<file path="src/rtl/shift_cmd_sequencer_if.sv">
// Command, shifter and result signals of shift_cmd_sequencer.
// The slave modport is the sequencer's view; the master modport is its environment's view.
interface shift_cmd_sequencer_if #(
   parameter int CNT_W = 3
);
   logic             cmd_valid;
   logic             cmd_ready;
   logic [3:0]       cmd_data;
   logic [1:0]       cmd_amt;
   logic             cmd_dir;
   logic [3:0]       sh_data_in;
   logic [1:0]       sh_shift_amt;
   logic             sh_dir;
   logic [3:0]       sh_data_out;
   logic             res_valid;
   logic             res_ready;
   logic [3:0]       res_data;
   logic [CNT_W-1:0] fifo_count;

   modport master (
      output cmd_valid, cmd_data, cmd_amt, cmd_dir, res_ready, sh_data_out,
      input  cmd_ready, sh_data_in, sh_shift_amt, sh_dir, res_valid, res_data, fifo_count
   );

   modport slave (
      input  cmd_valid, cmd_data, cmd_amt, cmd_dir, res_ready, sh_data_out,
      output cmd_ready, sh_data_in, sh_shift_amt, sh_dir, res_valid, res_data, fifo_count
   );
endinterface

</file>
<file path="src/rtl/shift_cmd_sequencer.sv">
// Command FIFO in front of a combinational 4-bit barrel shifter, with a
// valid/ready result register that captures the shifter output.
module shift_cmd_sequencer #(
   parameter int DEPTH = 4,
   parameter int CNT_W = 3
) (
   input  logic                  clk,
   input  logic                  rst_n,
   shift_cmd_sequencer_if.slave  bus
);
   localparam int PTR_W = $clog2(DEPTH);

   typedef struct packed {
      logic [3:0] data;
      logic [1:0] amt;
      logic       dir;
   } cmd_t;

   typedef enum logic {IDLE, VALID} state_e;

   cmd_t             fifo_q [DEPTH];
   logic [PTR_W-1:0] wr_ptr_q, wr_ptr_d;
   logic [PTR_W-1:0] rd_ptr_q, rd_ptr_d;
   logic [CNT_W-1:0] count_q, count_d;
   logic [3:0]       res_data_q, res_data_d;
   state_e           state_q, state_d;

   logic full, empty, push, pop;
   cmd_t head;

   assign full  = (count_q == CNT_W'(DEPTH));
   assign empty = (count_q == '0);
   assign push  = bus.cmd_valid & bus.cmd_ready;
   assign pop   = !empty & ((state_q == IDLE) | bus.res_ready);

   // An empty FIFO presents all-zero operands to the shifter.
   assign head = empty ? '0 : fifo_q[rd_ptr_q];

   assign bus.cmd_ready    = rst_n & !full;
   assign bus.sh_data_in   = head.data;
   assign bus.sh_shift_amt = head.amt;
   assign bus.sh_dir       = head.dir;
   assign bus.res_valid    = (state_q == VALID);
   assign bus.res_data     = res_data_q;
   assign bus.fifo_count   = count_q;

   // NOTE: every always_comb output gets a default first so no path leaves it unassigned (no latches).
   always_comb begin
      state_d    = state_q;
      res_data_d = res_data_q;
      case (state_q)
         IDLE: begin
            if (pop) begin
               state_d    = VALID;
               res_data_d = bus.sh_data_out;
            end
         end
         VALID: begin
            if (pop) begin
               res_data_d = bus.sh_data_out;
            end else if (bus.res_ready) begin
               state_d = IDLE;
            end
         end
         default: state_d = IDLE;
      endcase
   end

   always_comb begin
      wr_ptr_d = push ? wr_ptr_q + PTR_W'(1) : wr_ptr_q;
      rd_ptr_d = pop  ? rd_ptr_q + PTR_W'(1) : rd_ptr_q;
      case ({push, pop})
         2'b10:   count_d = count_q + CNT_W'(1);
         2'b01:   count_d = count_q - CNT_W'(1);
         default: count_d = count_q;
      endcase
   end

   // NOTE: sequential state uses non-blocking assignments so all flops update from pre-edge values.
   always_ff @(posedge clk or negedge rst_n) begin
      if (!rst_n) begin
         state_q    <= IDLE;
         res_data_q <= '0;
         wr_ptr_q   <= '0;
         rd_ptr_q   <= '0;
         count_q    <= '0;
      end else begin
         state_q    <= state_d;
         res_data_q <= res_data_d;
         wr_ptr_q   <= wr_ptr_d;
         rd_ptr_q   <= rd_ptr_d;
         count_q    <= count_d;
      end
   end

   // NOTE: FIFO storage is deliberately not reset; count and pointers alone decide which entries are live.
   always_ff @(posedge clk) begin
      if (push) begin
         fifo_q[wr_ptr_q] <= '{data: bus.cmd_data, amt: bus.cmd_amt, dir: bus.cmd_dir};
      end
   end
endmodule
</file>
<file path="src/flat_wrapper.sv">
// flat-port wrapper written by rule: the top's interface ports become plain ports
module shift_cmd_sequencer_flat 
#(
   parameter int DEPTH = 4,
   parameter int CNT_W = 3
)
  (clk, rst_n, bus_cmd_valid, bus_cmd_data, bus_cmd_amt, bus_cmd_dir, bus_res_ready, bus_sh_data_out, bus_cmd_ready, bus_sh_data_in, bus_sh_shift_amt, bus_sh_dir, bus_res_valid, bus_res_data, bus_fifo_count);
  shift_cmd_sequencer_if #(.CNT_W(CNT_W)) bus_i ();
  input  logic clk;
  input  logic rst_n;
  input wire logic [$bits(bus_i.cmd_valid)-1:0] bus_cmd_valid;
  input wire logic [$bits(bus_i.cmd_data)-1:0] bus_cmd_data;
  input wire logic [$bits(bus_i.cmd_amt)-1:0] bus_cmd_amt;
  input wire logic [$bits(bus_i.cmd_dir)-1:0] bus_cmd_dir;
  input wire logic [$bits(bus_i.res_ready)-1:0] bus_res_ready;
  input wire logic [$bits(bus_i.sh_data_out)-1:0] bus_sh_data_out;
  output wire logic [$bits(bus_i.cmd_ready)-1:0] bus_cmd_ready;
  output wire logic [$bits(bus_i.sh_data_in)-1:0] bus_sh_data_in;
  output wire logic [$bits(bus_i.sh_shift_amt)-1:0] bus_sh_shift_amt;
  output wire logic [$bits(bus_i.sh_dir)-1:0] bus_sh_dir;
  output wire logic [$bits(bus_i.res_valid)-1:0] bus_res_valid;
  output wire logic [$bits(bus_i.res_data)-1:0] bus_res_data;
  output wire logic [$bits(bus_i.fifo_count)-1:0] bus_fifo_count;
  assign bus_i.cmd_valid = bus_cmd_valid;
  assign bus_i.cmd_data = bus_cmd_data;
  assign bus_i.cmd_amt = bus_cmd_amt;
  assign bus_i.cmd_dir = bus_cmd_dir;
  assign bus_i.res_ready = bus_res_ready;
  assign bus_i.sh_data_out = bus_sh_data_out;
  assign bus_cmd_ready = bus_i.cmd_ready;
  assign bus_sh_data_in = bus_i.sh_data_in;
  assign bus_sh_shift_amt = bus_i.sh_shift_amt;
  assign bus_sh_dir = bus_i.sh_dir;
  assign bus_res_valid = bus_i.res_valid;
  assign bus_res_data = bus_i.res_data;
  assign bus_fifo_count = bus_i.fifo_count;
  shift_cmd_sequencer #(.DEPTH(DEPTH), .CNT_W(CNT_W)) u_core (.clk(clk), .rst_n(rst_n), .bus(bus_i));
endmodule
</file>
<file path="config.mk">
export PLATFORM = sky130hd
export DESIGN_NAME = shift_cmd_sequencer_flat
export DESIGN_NICKNAME = d
export VERILOG_FILES = /design/src/rtl/shift_cmd_sequencer_if.sv /design/src/rtl/shift_cmd_sequencer.sv /design/src/flat_wrapper.sv
export SDC_FILE = /design/constraint.sdc
export NUM_CORES = 1
export LEC_CHECK = 0
export ABC_AREA = 1
export CAP_MARGIN = 20
export CORE_MARGIN = 1
export CORE_UTILIZATION = 47
export DETAILED_ROUTE_END_ITERATION = 6
export PLACE_DENSITY = 0.75
export SYNTH_ARGS = -nofsm -noshare
export SYNTH_HDL_FRONTEND = slang
export SYNTH_SLANG_ARGS = --single-unit
</file>
<file path="constraint.sdc">
create_clock -name clk -period 1.8 [get_ports clk]
set_input_delay 0.18 -clock clk [delete_from_list [all_inputs] [get_ports clk]]
set_output_delay 0.18 -clock clk [all_outputs]
set_load 0.01 [all_outputs]
</file>
Word-level counts from Yosys, hierarchy flattened:

Memories as Yosys holds them, arrays and structs flattened.
Cells that the tools add are included.

* bits in registers: 12
* memory bits (writable): 28
* input bits: 15
* output and inout port bits: 16
* word-level logic and storage cells: 31
* memories: 1

* add/subtract/negate cells: 4
* equal/unequal tests: 3
* muxes and demuxes: 9
* bitwise gates (word level): 5
* reductions and logical operators: 4

Memories
* u_core.fifo_q: words 4, width 7, rd ports 1, clocked after memory_dff 0, wr ports 1, line shift_cmd_sequencer.sv:21 `cmd_t fifo_q [DEPTH];`

Operators by type and width (count)
* $mux 7: 1
* $pmux 3 s2: 1
* $mux 1: 5
* $add 2x1->2 const B: 2
* $mux 4: 1
* $add 3x1->3 const B: 1
* $and 1x1->1: 3
* $eq 3x3->1 const B: 1
* $logic_not 3->1: 1
* $sub 3x1->3 const B: 1
* $eq 2x1->1 const B: 1
* $eq 2x2->1 const B: 1
* $logic_not 1->1: 2
* $pmux 1 s2: 1
* $reduce_bool 2->1: 1
* $not 1->1: 1
* $or 1x1->1: 1

Logic depth before layout (Yosys ltp):

* depth in word-level cells: 6
* gate-level depth with buffers: 12
* gate-level depth less buffers: 12

Worst setup path before layout:

No wires, ideal clock.

* path kind: reg2reg
* start: register u_core.count_q[0], in the netlist u_core.bus.fifo_count[0]
* end: register u_core.count_q[2], in the netlist u_core.bus.fifo_count[2]
* library setup time: 0.117 ns
* arrival time: 1.662 ns
* required time: 1.683 ns
* setup slack: 0.021 ns
* stages on the path, launching flop included: 11
* path buffers: 0
* clock period less this slack: 1.779 ns
* cells stage by stage: dfrtp_1 -> inv_1 -> nand3_1 -> nand3_2 -> ha_1 -> inv_1 -> fa_1 -> nand2_1 -> nand3_1 -> nand2_1 -> nand2_1

* cells in the longest elaborated chain, start to end: 6
* elaborated cells on any way between the ends: 13
* classes of those cells: add/sub (2); eq/ne (3); mux (1); bitwise (3); reduce/logical (4)

RTL lines
* start, declared: line shift_cmd_sequencer.sv:24 `logic [CNT_W-1:0] count_q, count_d;`
* start signal, assigned: line shift_cmd_sequencer.sv:92 `count_q <= count_d;`
* $eq 3x3->1: line shift_cmd_sequencer.sv:31 `assign full = (count_q == CNT_W'(DEPTH));`
* $logic_not 1->1: line shift_cmd_sequencer.sv:39 `assign bus.cmd_ready = rst_n & !full;`
* $and 1x1->1: line shift_cmd_sequencer.sv:39
* $and 1x1->1: line shift_cmd_sequencer.sv:33 `assign push = bus.cmd_valid & bus.cmd_ready;`
* $eq 2x1->1 / $eq 2x2->1 (equally long branches): line shift_cmd_sequencer.sv:72 `case ({push, pop})`
* $pmux 3 s2 / $reduce_bool 2->1 (equally long branches)

Several ways; a longest one is shown, not always the timed one.
A chain may end at the register's enable or synchronous reset.

Worst setup path in the final report:

* start: register u_core.count_q[2], in the netlist u_core.bus.fifo_count[2]
* end: output port bus_sh_data_in[1]

* cells in the longest elaborated chain, start to end: 2

RTL lines
* $logic_not 3->1: line shift_cmd_sequencer.sv:32 `assign empty = (count_q == '0);`
* $mux 7: line shift_cmd_sequencer.sv:37 `assign head = empty ? '0 : fifo_q[rd_ptr_q];`
* end, declared: line flat_wrapper.sv:18 `output wire logic [$bits(bus_i.sh_data_in)-1:0] bus_sh_data_in;`

No other way between the ends.

==> results.sh <==
export IMPL_slew_violations=0
export IMPL_violations="setup timing"
export IMPL_drc=0
export IMPL_finalNetCount=259
export IMPL_synth_top_family_by_area="simple AND/OR/NAND/NOR gates"
export IMPL_drtPass1Iterations=4
export IMPL_synth_cells=188
export IMPL_outcome="complete, but fails checks"
export IMPL_synth_fa_ha_area_share_pct=4.45
export IMPL_period_needed_ns=1.90
export IMPL_rsz0062_at_grt="true"
export IMPL_ys_warnings_count=0
export IMPL_gr_total_overflow=0
export IMPL_relSlewSlack_pct=80.6
export IMPL_die_h_um=64.9
export IMPL_stdcell_area_mm2=0.00242
export IMPL_layout_setup_ws_ns=-0.0979
export IMPL_synth_area_mm2=0.00186
export IMPL_leakagePower_nw=1.19
export IMPL_muxShareOfSynthArea_pct=0
export IMPL_cts_max_level=2
export IMPL_num_vias=1321
export IMPL_routabilityCongestion=0.711
export IMPL_synth_edff_count=28
export IMPL_grt_max_degree=16
export IMPL_startpoint_type="flop"
export IMPL_antenna_diode_count=0
export IMPL_hold_violations=0
export IMPL_synth_top_cell_area_share_pct=45.3
export IMPL_whs_ns=0.286
export IMPL_clock_path_buffers=2
export IMPL_dieArea_mm2=0.00421
export IMPL_cts_root_buf="clkbuf_8"
export IMPL_area_delta_synth_final_pct=30.5
export IMPL_syn_avg_cell_area_um2=9.88
export IMPL_total_power_w=0.00364
export IMPL_path_buf_inv=3
export IMPL_synthDistinctLibCells=20
export IMPL_slowest_stage="clkdlybuf4s50_1"
export IMPL_synth_top_flop_cell="edfxtp_1"
export IMPL_crit_chain="inv_2, nand3_2, inv_1, a21oi_1, clkdlybuf4s50_1"
export IMPL_synth_fp_nets=209
export IMPL_critPathTopFamily="buffers and inverters"
export IMPL_drt_antenna_violating_nets=0
export IMPL_power_density_mw_per_mm2=1500
export IMPL_row_count=22
export IMPL_num_io_pins=31
export IMPL_synth_common_cells="nand2_1 (52), inv_1 (44), edfxtp_1 (28), nand3_1 (17), dfrtp_1 (12)"
export IMPL_wl_um=3300
export IMPL_cp_end_kind="output port"
export IMPL_cts_num_sinks=40
export IMPL_synth_area_leader_cell="edfxtp_1"
export IMPL_max_stage_delay_ns=0.55
export IMPL_first_global_vias=1259
export IMPL_worstHoldPathType="primary input to async pin"
export IMPL_timing_fmax_mhz=527
export IMPL_fillers=300
export IMPL_antenna_found_initial=0
export IMPL_place_inst=276
export IMPL_tns_ns=-0.0979
export IMPL_first_iter_violations=52
export IMPL_ys_ff_latch=40
export IMPL_rr_startpoint="u_core.bus.fifo_count[2]$_DFFE_PN0P_"
export IMPL_wl_per_cell_um=11.5
export IMPL_hpwl_um=2290
export IMPL_tightest_slew_ns=0.291
export IMPL_synthMostInstantiatedCell="nand2_1"
export IMPL_period_share_pct=105
export IMPL_initial_core_util_pct=50.0
export IMPL_startpoint="u_core.bus.fifo_count[2]$_DFFE_PN0P_"
export IMPL_ir_drop_v=0.000858
export IMPL_clk_pin_slew_ns=0.07
export IMPL_core_area_mm2=0.00372
export IMPL_ys_seq_area_share_pct=61.5
export IMPL_setup_violations=1
export IMPL_clk_latency_ns=0.28
export IMPL_fp_dieW_um=64.9
export IMPL_maxCapViolations=0
export IMPL_ctsHoldBuffers=0
export IMPL_portBuffers=30
export IMPL_grt_pass1_wl_um=5290
export IMPL_required_ns=1.62
export IMPL_synth_xor_area_share_pct=0.943
export IMPL_worstPathArrival_ns=1.72
export IMPL_final_cells=287
export IMPL_grt_use_total_pct=17.4
export IMPL_finalClockSkew_ns=0.00728
export IMPL_critPathKind="flop to output port"
export IMPL_vias_per_cell=4.60
export IMPL_drive_gt1_share_pct=15.9
export IMPL_placed_cell_area_mm2=0.00229
export IMPL_cts_buffers=5
export IMPL_ys_async_sr_fraction_pct=30.0
export IMPL_synth_area_leaders="edfxtp_1 (45%), dfrtp_1 (16%), nand2_1 (11%)"
export IMPL_synth_simple_area_share_pct=19.6
export IMPL_cts_tree="done"
export IMPL_synth_compound_area_share_pct=2.43
export IMPL_cp_max_fo=8
-- what timing repair did --
action,in CTS,in global routing
buffers inserted,0,3
pin swaps,0,4
gates resized for setup,3,15
setup endpoints to repair,8,9
-- metrics by stage --
| stage | worst slack (ns) | utilization (%) |
|---|---|---|
| after CTS | -0.212 | 63.7 |
| after detailed placement | -0.128 | 61.5 |
| after global placement | -0.0675 | 61.5 |
| after global routing | -0.188 | 65.2 |
| after floorplan | 0.0214 | - |
| final | -0.0979 | 65.2 |
-- state kept, by name, summed over array words and instances, names as in the netlist --
| register | cells |
|---|---|
| u_core.bus.fifo_count | 3 |
| u_core.bus.res_data | 4 |
| u_core.wr_ptr_q | 2 |
| u_core.rd_ptr_q | 2 |
| u_core.fifo_q | 28 |
| u_core.bus.res_valid | 1 |
-- cells by family after synthesis --
kind of cell             after synthesis
flip-flops                            40
AO/OA/AOI/OAI                          9
XOR/XNOR                               2
AND/OR/NAND/NOR                       82
adder cells (fa/ha/maj)                6
buffers and inverters                 49
-- final cells by class --
cell class                      instances  area [um2]  area share, %
Tap cell                               48        60.1           2.48
Clock inverter                          1        5.00          0.207
Timing Repair Buffer                   47         442           18.2
Inverter                               45         171           7.08
Multi-Input combinational cell         99         527           21.7
Clock buffer                            7        76.3           3.15
Sequential cell                        40        1140           47.1
-- where the power goes --
group | internal [W] | switching, W
sequential | 0.00119 | 0.000115
clock | 0.000271 | 0.000272
combinational | 0.000870 | 0.000926
-- metal layers --
| layer | track usage [%] | wire length, um | vias to the layer above | share of wire (%) |
|---|---|---|---|---|
| met5 | 0 | 0 | - | 0 |
| met4 | 7.78 | 40 | 0 | 1.2 |
| met3 | 5.28 | 108 | 4 | 3.3 |
| met2 | 30.3 | 1730 | 23 | 52 |
| met1 | 19.4 | 1420 | 612 | 43 |
| li1 | - | - | 682 | - |
-- path summary, 6_finish.rpt --
kind / slack (ns) / cells past startpoint / endpoint
worst max register to register: 0.07 / 12 / u_core.bus.fifo_count[2]$_DFFE_PN0P_
worst min-delay path: 0.29 / 2 / u_core.bus.fifo_count[0]$_DFFE_PN0P_
worst max-delay path: -0.1 / 5 / bus_sh_data_in[1]
max in group asynchronous: 1.34 / 2 / u_core.wr_ptr_q[1]$_DFFE_PN0P_
worst min register to register: 0.49 / 2 / u_core.bus.res_data[1]$_DFFE_PN0P_
min in group clk: 0.44 / 3 / u_core.bus.res_data[2]$_DFFE_PN0P_
-- placed cells by master (no fill, tap or decap) --
cell type | synthesis | routed
fa_2 | 0 | 1
nand2_4 | 1 | 1
o21ai_0 | 2 | 1
clkdlybuf4s50_1 | 0 | 23
dlygate4sd2_1 | 0 | 1
ha_1 | 5 | 4
nand3_1 | 17 | 17
inv_2 | 0 | 6
nand2_2 | 2 | 3
o21ai_1 | 0 | 1
clkbuf_8 | 0 | 5
inv_1 | 44 | 38
dfrtp_1 | 12 | 12
clkbuf_1 | 0 | 2
nand4_1 | 3 | 3
a21oi_1 | 7 | 7
edfxtp_1 | 28 | 28
inv_4 | 1 | 1
nand3_2 | 2 | 2
nor2_1 | 4 | 4
xnor2_1 | 2 | 2
and2_1 | 1 | 1
ha_4 | 0 | 1
clkinv_2 | 0 | 1
buf_4 | 1 | 17
dlymetal6s2s_1 | 0 | 6
nand2_1 | 52 | 51
Power figures use the tool's default switching activity.
